## src/rtl/relu_input_scheduler.sv

```systemverilog
// Round-robin scheduler that funnels SOURCE_AMOUNT producer lanes into the single
// relu_cell input_result port, one layer (RESULT_AMOUNT results) per start.
module relu_input_scheduler #(
    parameter int DATA_WIDTH    = 32,
    parameter int SOURCE_AMOUNT = 4,
    parameter int CELL_AMOUNT   = 2,
    parameter int RESULT_AMOUNT = 8
) (
    input  logic                                  clk,
    input  logic                                  reset,
    input  logic                                  start,
    input  logic [SOURCE_AMOUNT*DATA_WIDTH-1:0]   input_values,
    input  logic [SOURCE_AMOUNT-1:0]              input_valid,
    output logic [SOURCE_AMOUNT-1:0]              input_ready,
    output logic [DATA_WIDTH:0]                   output_result,
    output logic                                  busy,
    output logic                                  done
);

    localparam int QUOTA = RESULT_AMOUNT / SOURCE_AMOUNT;
    localparam int ACC_W = $clog2(QUOTA + 1);
    localparam int CNT_W = $clog2(RESULT_AMOUNT + 1);
    localparam int PTR_W = $clog2(SOURCE_AMOUNT);
    localparam logic [ACC_W-1:0] QUOTA_C   = ACC_W'(QUOTA);
    localparam logic [CNT_W-1:0] LAST_C    = CNT_W'(RESULT_AMOUNT);
    localparam logic [PTR_W-1:0] PTR_MAX_C = PTR_W'(SOURCE_AMOUNT - 1);
    // A layer that does not end on a relu_cell index wrap would desynchronise the cell.
    localparam bit CFG_OK = (RESULT_AMOUNT > 0) &&
                            (RESULT_AMOUNT % SOURCE_AMOUNT == 0) &&
                            (RESULT_AMOUNT % CELL_AMOUNT == 0);

    typedef enum logic [1:0] {
        S_IDLE = 2'd0,
        S_RUN  = 2'd1,
        S_DONE = 2'd2
    } state_e;

    state_e                  state_q, state_d;
    logic [DATA_WIDTH-1:0]   hold_q [SOURCE_AMOUNT];
    logic [DATA_WIDTH-1:0]   hold_d [SOURCE_AMOUNT];
    logic [SOURCE_AMOUNT-1:0] hold_valid_q, hold_valid_d;
    logic [ACC_W-1:0]        accepted_q [SOURCE_AMOUNT];
    logic [ACC_W-1:0]        accepted_d [SOURCE_AMOUNT];
    logic [PTR_W-1:0]        ptr_q, ptr_d;
    logic [CNT_W-1:0]        issued_q, issued_d;
    logic [DATA_WIDTH:0]     result_q, result_d;
    logic [SOURCE_AMOUNT-1:0] ready_q, ready_d;
    logic                    busy_q, busy_d;
    logic                    done_q, done_d;

    // Next-state, issue and accept logic.
    always_comb begin
        state_d      = state_q;
        hold_d       = hold_q;
        hold_valid_d = hold_valid_q;
        accepted_d   = accepted_q;
        ptr_d        = ptr_q;
        issued_d     = issued_q;
        result_d     = '0;

        case (state_q)
            S_IDLE: begin
                if (start && CFG_OK) begin
                    state_d      = S_RUN;
                    hold_valid_d = '0;
                    ptr_d        = '0;
                    issued_d     = '0;
                    for (int s = 0; s < SOURCE_AMOUNT; s++) begin
                        hold_d[s]     = '0;
                        accepted_d[s] = '0;
                    end
                end else begin
                    state_d = S_IDLE;
                end
            end
            S_RUN: begin
                // The extra RUN cycle after the last issue places done one cycle later.
                if (issued_q == LAST_C) begin
                    state_d = S_DONE;
                end else begin
                    if (hold_valid_q[ptr_q]) begin
                        result_d             = {1'b1, hold_q[ptr_q]};
                        hold_valid_d[ptr_q]  = 1'b0;
                        ptr_d                = (ptr_q == PTR_MAX_C) ? '0 : ptr_q + PTR_W'(1);
                        issued_d             = issued_q + CNT_W'(1);
                    end else begin
                        result_d = '0;
                    end
                    for (int s = 0; s < SOURCE_AMOUNT; s++) begin
                        if (input_valid[s] && ready_q[s]) begin
                            hold_d[s]       = input_values[s*DATA_WIDTH +: DATA_WIDTH];
                            hold_valid_d[s] = 1'b1;
                            accepted_d[s]   = accepted_q[s] + ACC_W'(1);
                        end else begin
                            hold_d[s] = hold_d[s];
                        end
                    end
                end
            end
            S_DONE: begin
                state_d = S_IDLE;
            end
            default: begin
                state_d = S_IDLE;
            end
        endcase

        // Ready derives only from next-state registers, never from input_valid.
        for (int s = 0; s < SOURCE_AMOUNT; s++) begin
            ready_d[s] = (state_d == S_RUN) && !hold_valid_d[s] && (accepted_d[s] < QUOTA_C);
        end
        busy_d = (state_d == S_RUN);
        done_d = (state_d == S_DONE);
    end

    // State and datapath registers with synchronous reset.
    always_ff @(posedge clk) begin
        if (reset) begin
            state_q      <= S_IDLE;
            hold_valid_q <= '0;
            ptr_q        <= '0;
            issued_q     <= '0;
            result_q     <= '0;
            ready_q      <= '0;
            busy_q       <= 1'b0;
            done_q       <= 1'b0;
            for (int s = 0; s < SOURCE_AMOUNT; s++) begin
                hold_q[s]     <= '0;
                accepted_q[s] <= '0;
            end
        end else begin
            state_q      <= state_d;
            hold_valid_q <= hold_valid_d;
            ptr_q        <= ptr_d;
            issued_q     <= issued_d;
            result_q     <= result_d;
            ready_q      <= ready_d;
            busy_q       <= busy_d;
            done_q       <= done_d;
            for (int s = 0; s < SOURCE_AMOUNT; s++) begin
                hold_q[s]     <= hold_d[s];
                accepted_q[s] <= accepted_d[s];
            end
        end
    end

    assign input_ready   = ready_q;
    assign output_result = result_q;
    assign busy          = busy_q;
    assign done          = done_q;

endmodule
```

## config.mk

```make
export PLATFORM = sky130hd
export DESIGN_NAME = relu_input_scheduler
export DESIGN_NICKNAME = d
export VERILOG_FILES = /design/src/rtl/relu_input_scheduler.sv
export SDC_FILE = /design/constraint.sdc
export NUM_CORES = 1
export LEC_CHECK = 0
export CAP_MARGIN = 10
export CORE_MARGIN = 2
export CORE_UTILIZATION = 45
export DETAILED_ROUTE_END_ITERATION = 10
export GPL_TIMING_DRIVEN = 0
export PLACE_DENSITY = 0.85
export SYNTH_ARGS = -nofsm -noshare
export SYNTH_HDL_FRONTEND = slang
export SYNTH_SLANG_ARGS = --single-unit
```

## constraint.sdc

```tcl
create_clock -name clk -period 1.9 [get_ports clk]
set_input_delay 0.57 -clock clk [delete_from_list [all_inputs] [get_ports clk]]
set_output_delay 0.57 -clock clk [all_outputs]
set_load 0.02 [all_outputs]
```

Word-level counts from Yosys, hierarchy flattened
Cells that the tools add are included.
{ "totals": {"ff_bits": 187, "latchBits": 0, "mem_bits_rw": 0, "rom_bits": 0, "memories": 0} }
{ "classes": {"addsub": 6, "mul": 0, "div_mod_pow": 0, "magnitude_cmp": 7, "n_eq_ne": 12, "shift": 0, "mux": 42, "bitwise_logic": 5, "reduce_logical": 26} }
{ "ops": {"columns": ["cell", "n"], "rows": [
  ["two-way mux 128 bit", 2],
  ["one-hot mux 128 bit (2 select lines)", 1],
  ["two-way mux 32 bit", 6],
  ["binary-select mux 32 bit (select 2 bit)", 1],
  ["two-way mux 33 bit", 1],
  ["two-way mux 4 bit", 6],
  ["AND reduction 4 bit", 5],
  ["two-way mux 2 bit", 9],
  ["two-way mux 8 bit", 2],
  ["one-hot mux 4 bit (2 select lines)", 2],
  ["one-hot mux 8 bit (2 select lines)", 1],
  ["!= test 2 bit, second input constant", 7],
  ["logical AND 1 bit", 13],
  ["adder 2 x 1 -> 2 bit, second input constant", 5],
  ["< comparator 2 bit, second input constant", 4],
  ["one-hot mux 2 bit (2 select lines)", 2],
  ["two-way mux 1 bit", 7],
  ["adder 4 x 1 -> 4 bit, second input constant", 1],
  ["bitwise AND 4 bit", 1],
  ["equality test 2 x 1 -> 1 bit, second input constant", 2],
  ["equality test 2 bit, second input constant", 2],
  ["equality test 4 bit, second input constant", 1],
  ["zero test 1 bit", 4],
  ["inverter 4 bit", 1],
  ["11 further kinds", 12]
]} }

Longest topological paths before layout
{ "depth": {"word_depth": 13, "mapped_depth": 8} }

Least setup slack after synthesis
Ideal clock, no wire load.
{ "synth_path": {"path_type": "reg-to-reg", "from": "reg ptr_q[0]", "to": "reg ready_q[0] (netlist: input_ready[0])", "setup_time_ns": 0.116, "arrival_ns": 1.683, "required_ns": 1.784, "setup_slack_ns": 0.102, "stages_incl_launch_ff": 9, "n_path_buf": 3, "synth_period_minus_slack_ns": 1.798, "cell_sequence": "dfxtp_1 > buf_6 > buf_2 > buf_1 > inv_1 > ha_1 > nand4_1 > a31oi_1 > and3b_1"} }
{ "synth_between": {"elab_chain_cells": 13} }
{ "synth_lines": {"columns": ["item", "line", "text"], "rows": [
  ["start: declaration", "44", "logic [PTR_W-1:0] ptr_q, ptr_d;"],
  ["start signal: assignment", "134", "ptr_q <= ptr_d;"],
  ["< comparator 2 x 3 -> 1 bit (not written as such) or greater-or-equal comparator 2 x 1 -> 1 bit (tied branches)", "83", "hold_valid_d[ptr_q] = 1'b0;"],
  ["logical AND 1 bit (not written as such)", "83", null],
  ["two-way mux 1 bit (not written as such)", "83", null],
  ["demux 1 bit (select 2 bit)", "83", null],
  ["inverter 4 bit (no source line)", null, null],
  ["bitwise AND 4 bit (no source line)", null, null],
  ["two-way mux 4 bit *", "81", "if (hold_valid_q[ptr_q]) begin"],
  ["two-way mux 1 bit *", "90", "if (input_valid[s] && ready_q[s]) begin"],
  ["two-way mux 4 bit *", "78", "if (issued_q == LAST_C) begin"],
  ["one-hot mux 4 bit (2 select lines) *", "61", "case (state_q)"],
  ["zero test 1 bit *", "110", "ready_d[s] = (state_d == S_RUN) && !hold_valid_d[s] && (accepted_d[s] < QUOTA_C);"],
  ["logical AND 1 bit * (2 in series)", "110", null],
  ["end signal: assignment", "137", "ready_q <= ready_d;"],
  ["end: declaration", "47", "logic [SOURCE_AMOUNT-1:0] ready_q, ready_d;"]
]} }
Every way passes the cells marked *; elsewhere a longest branch is shown, timed or not. The select of a mux whose other input is x is not followed.
A chain may end at the register's enable or synchronous reset.

Worst setup path in the final report
{ "layout_path": {"from": "reg issued_q[0]", "to": "reg hold_q[31] (netlist bit)"} }
{ "layout_between": {"elab_chain_cells": 3} }
{ "layout_lines": {"columns": ["item", "line", "text"], "rows": [
  ["start: declaration", "45", "logic [CNT_W-1:0] issued_q, issued_d;"],
  ["start signal: assignment", "135", "issued_q <= issued_d;"],
  ["equality test 4 bit", "78", null],
  ["!= test 2 bit (no source line)", null, null],
  ["AND reduction 4 bit (no source line)", null, null],
  ["end signal: indexed assignment", "141", "hold_q[s] <= hold_d[s];"],
  ["end: declaration", "39", "logic [DATA_WIDTH-1:0] hold_q [SOURCE_AMOUNT];"]
]} }
Every way passes these cells.

==> results.md <==
- Met2 track utilization from global routing: 43.4%
- Synthesized cell area: 7520 um2
- DR vias: 7096
- Kind of launch point of the worst setup path: register
- Fraction of layout cells with a size suffix above 1: 16.0%
- Crit share post-route: 99.7%
- Crit path max fanout: 8
- Vias per cell: 5.65
- CTS max path bufs: 2
- Cells after synthesis: 813
- Top FF cell, synth: sky130_fd_sc_hd__dfxtp_1
- Delay of the slowest critical-path stage: 0.34 ns
- Largest area contributor in the netlist: sky130_fd_sc_hd__dfxtp_1
- Clock network latency to the later pin of the worst-skew pair: 0.44 ns
- Residual DRC count: 0
- Leakage power total: 3.93 nW
- Number of enable flip-flop cells after synthesis: 0
- Sort of element at the end of the critical path: register
- Layout Skew: 0.00775 ns
- Max transition margin: 59.0%
- CP bufs+invs: 4
- TritonCTS Buffers: 17
- Layout net count: 1165
- Sequential cell area fraction in the yosys report: 49.8%
- Full die area: 17800 um2
- Number of global-route vias before repair: 7086
- Time the final worst path needs with I/O delays and setup: 1.89 ns
- Number of slew-limit violations in the final report: 0
- Routed wire per std cell: 19.2 um
- Antenna Nets Post-Route: 0
- Effective utilization at floorplan: 45.7%
- Antenna violations before repair: 0
- Chip Width: 133 um
- Relative area change from synthesis to final layout: 40.9%
- Number of levels in the clock H-tree: 4
- Type of the worst setup path: reg2reg
- Proportion of netlist area held by the largest area contributor: 49.8%
- Unique masters post-synth: 38
- Final setup fails: 0
- Clock sink count: 187
- Hold-fix buffers, CTS: 0
- Aggregate global-route resource usage: 27.3%
- Yosys warnings: 0
- Number of placement rows: 47
- Max-capacitance violation count: 0
- Peak clock frequency supported by timing: 0.528 GHz
- Post-synthesis average cell area: 9.25 um2
- Transition time at the pin with the least slew margin: 0.616 ns
- Net count after synthesis: 954
- CP top delay family: buffers and inverters
- Post-synthesis sequential element count: 187
- Power density over the cells: 869 nW/um2
- Detailed Place HPWL: 16.6 mm
- Final instance area: 10600 um2
- Critical path data arrival time: 2.25 ns
- Power Total: 9.20 mW
- Instance area at placement: 9520 um2
- Wire length of the first global-routing pass: 37.0 mm
- Busiest metal layer after global routing: met2
- RSZ-0062 raised after global routing: yes
- Gr ovfl total: 0
- First-pass DRT Iterations: 6
- Met1 layer usage reported by global route: 34.3%
- Count of input and output buffers: 173
- Area of the core region: 16500 um2
- Clock slew at the register clock pins of the worst setup and hold paths: 0.07 ns
- Data required, critical path: 2.25 ns
- Share of flip-flops with an asynchronous set or reset: 0%
- Pin count of the biggest net entering global routing: 17
- Routing usage on met3: 5.63%
- Type of the tightest min-delay check: reg2reg
- Final hold viol count: 0
- Peak supply drop: 0.772 mV
- Final GP Congestion: 0.884
- Root cell of the clock tree: sky130_fd_sc_hd__clkbuf_16
- Run status: complete, no violations
- Dominant cells by area after synthesis: sky130_fd_sc_hd__dfxtp_1 (50%), sky130_fd_sc_hd__a21oi_1 (8.9%), sky130_fd_sc_hd__nand3_1 (8.7%)
- Die Height: 133 um
- CTS tree: yes
- Number of DRC violations after detailed-routing iteration 0: 676
- Aggregate routed wire length: 24.1 mm
- Number of diodes: 0
- Ordered cell list for the critical path: inv_1, ha_2, and4b_1, buf_6, a211oi_4, buf_12, buf_4, nand3_1, a21oi_1
- Critical-path top delay cell: sky130_fd_sc_hd__dfxtp_2
- Number of primary I/O pins: 174
## report_power, final
part | internal [mW] | total, mW | leakage (nW) | switching [mW]
clock network | 2.25 | 3.84 | 0.310 | 1.58
logic | 0.608 | 1.26 | 2.10 | 0.647
registers | 4.04 | 4.11 | 1.52 | 0.0715
## worst min-delay path, delay by kind of cell (launching register included)
kind | cells | cell delay (ns)
AOI/OAI and AO/OA | 1 | 0.05
and+or+nand+nor | 1 | 0.05
DFF | 1 | 0.31
## Yosys cell counts, types with 2 or more instances
library cell and instances:
sky130_fd_sc_hd__mux2i_1 8, sky130_fd_sc_hd__or3_1 2, sky130_fd_sc_hd__mux4_1 6, sky130_fd_sc_hd__nand3_1 130, sky130_fd_sc_hd__a211o_1 4, sky130_fd_sc_hd__ha_1 6
sky130_fd_sc_hd__nand2_1 146, sky130_fd_sc_hd__nor2_1 6, sky130_fd_sc_hd__nor2b_1 33, sky130_fd_sc_hd__clkbuf_1 32, sky130_fd_sc_hd__a31oi_1 2, sky130_fd_sc_hd__mux4_2 27
sky130_fd_sc_hd__a21oi_1 134, sky130_fd_sc_hd__nand4_1 3, sky130_fd_sc_hd__o21ai_0 2, sky130_fd_sc_hd__nor3_1 6, sky130_fd_sc_hd__and3b_1 3, sky130_fd_sc_hd__nor4_1 2
sky130_fd_sc_hd__a41oi_1 2, sky130_fd_sc_hd__dfxtp_1 187, sky130_fd_sc_hd__a211oi_2 4, sky130_fd_sc_hd__buf_2 36, sky130_fd_sc_hd__nor4b_1 4, sky130_fd_sc_hd__o21a_1 2
sky130_fd_sc_hd__inv_1 10, sky130_fd_sc_hd__and2_1 4
## registers in the layout, summed over array words and instances (netlist names)
register and count:
done 1, state_q 2, issued_q 4, ptr_q 2, input_ready 4, hold_valid_q 4, accepted_q 8, busy 1
hold_q 128, output_result 33
## cells by family after synthesis
family,Yosys count,synth area share (%)
AOI/OAI and AO/OA,154,11.5
adders and majority gates,6,0.999
buffers and inverters,80,4.69
DFF,187,49.8
muxes,41,11.3
and+or+nand+nor,345,21.8
## path summary, 6_finish.rpt
| path | slack, ns | to | from | depth (start not counted) |
|---|---|---|---|---|
| hold reg to reg | 0.45 | hold_q[94] | hold_q[94] | 2 |
| hold / removal | 0.45 | hold_q[94] | hold_q[94] | 2 |
| setup / recovery | 0.006 | hold_q[31] | issued_q[0] | 9 |
| setup reg to reg | 0.006 | hold_q[31] | issued_q[0] | 9 |
## through the flow
stage | setup WS [ns] | utilization [%] | hold slack, ns | std cells | TNS (ns)
6_report | 0.00587 | 64.3 | 0.452 | 1257 | 0
5_1_grt | -0.0297 | 64.3 | 0.462 | 1257 | -0.199
4_1_cts | 0.00294 | 63.4 | 0.449 | 1249 | 0
3_5_place_dp | -0.703 | 57.8 | 0.440 | 1206 | -94.29
3_3_place_gp | -0.627 | 57.8 | 0.435 | 1206 | -88.48
2_1_floorplan | 0.102 | - | 0.427 | 813 | 0
## placed cells by master (no fill, tap or decap), types with 4 or more instances in the layout
master                            instances
sky130_fd_sc_hd__a211o_4                  4
sky130_fd_sc_hd__a211oi_4                 4
sky130_fd_sc_hd__a21oi_1                128
sky130_fd_sc_hd__a21oi_2                  6
sky130_fd_sc_hd__and2_1                   4
sky130_fd_sc_hd__buf_2                   19
sky130_fd_sc_hd__buf_4                   20
sky130_fd_sc_hd__buf_6                   15
sky130_fd_sc_hd__bufinv_16                4
sky130_fd_sc_hd__clkbuf_1                10
sky130_fd_sc_hd__clkbuf_16               17
sky130_fd_sc_hd__clkbuf_2                14
sky130_fd_sc_hd__clkbuf_4                 8
sky130_fd_sc_hd__clkdlybuf4s50_1        133
sky130_fd_sc_hd__dfxtp_1                184
sky130_fd_sc_hd__dlygate4sd2_1           40
sky130_fd_sc_hd__ha_1                     5
sky130_fd_sc_hd__inv_1                   10
sky130_fd_sc_hd__mux2i_1                  8
sky130_fd_sc_hd__mux4_1                   6
sky130_fd_sc_hd__mux4_2                  27
sky130_fd_sc_hd__nand2_1                146
sky130_fd_sc_hd__nand3_1                129
sky130_fd_sc_hd__nor2_1                   6
sky130_fd_sc_hd__nor2b_1                 33
sky130_fd_sc_hd__nor3_1                   6
## final cells by class
| class | count | area, um2 |
|---|---|---|
| Sequential cell | 187 | 3750 |
| Inverter | 10 | 37.5 |
| Tap cell | 220 | 275 |
| Multi-Input combinational cell | 546 | 3570 |
| Fill cell | 1297 | 5880 |
| Clock buffer | 19 | 443 |
| Clock inverter | 13 | 189 |
| Timing Repair Buffer | 193 | 1850 |
| Buffer | 69 | 474 |
## routing by layer
metal	part of all wire, %	routed length [um]
met5	0	0
met4	5.4	1310
met3	7.9	1900
met2	46	11200
met1	40	9720
## what timing repair did
item / in CTS / in global routing
resized for setup: 116 / 34
pin swaps: 9 / 5
endpoints found under the hold margin: 0 / 0
setup buffers: 10 / 8
setup endpoints to repair: 197 / 167
gates cloned: 2 / 0
Power figures use the tool's default switching activity.
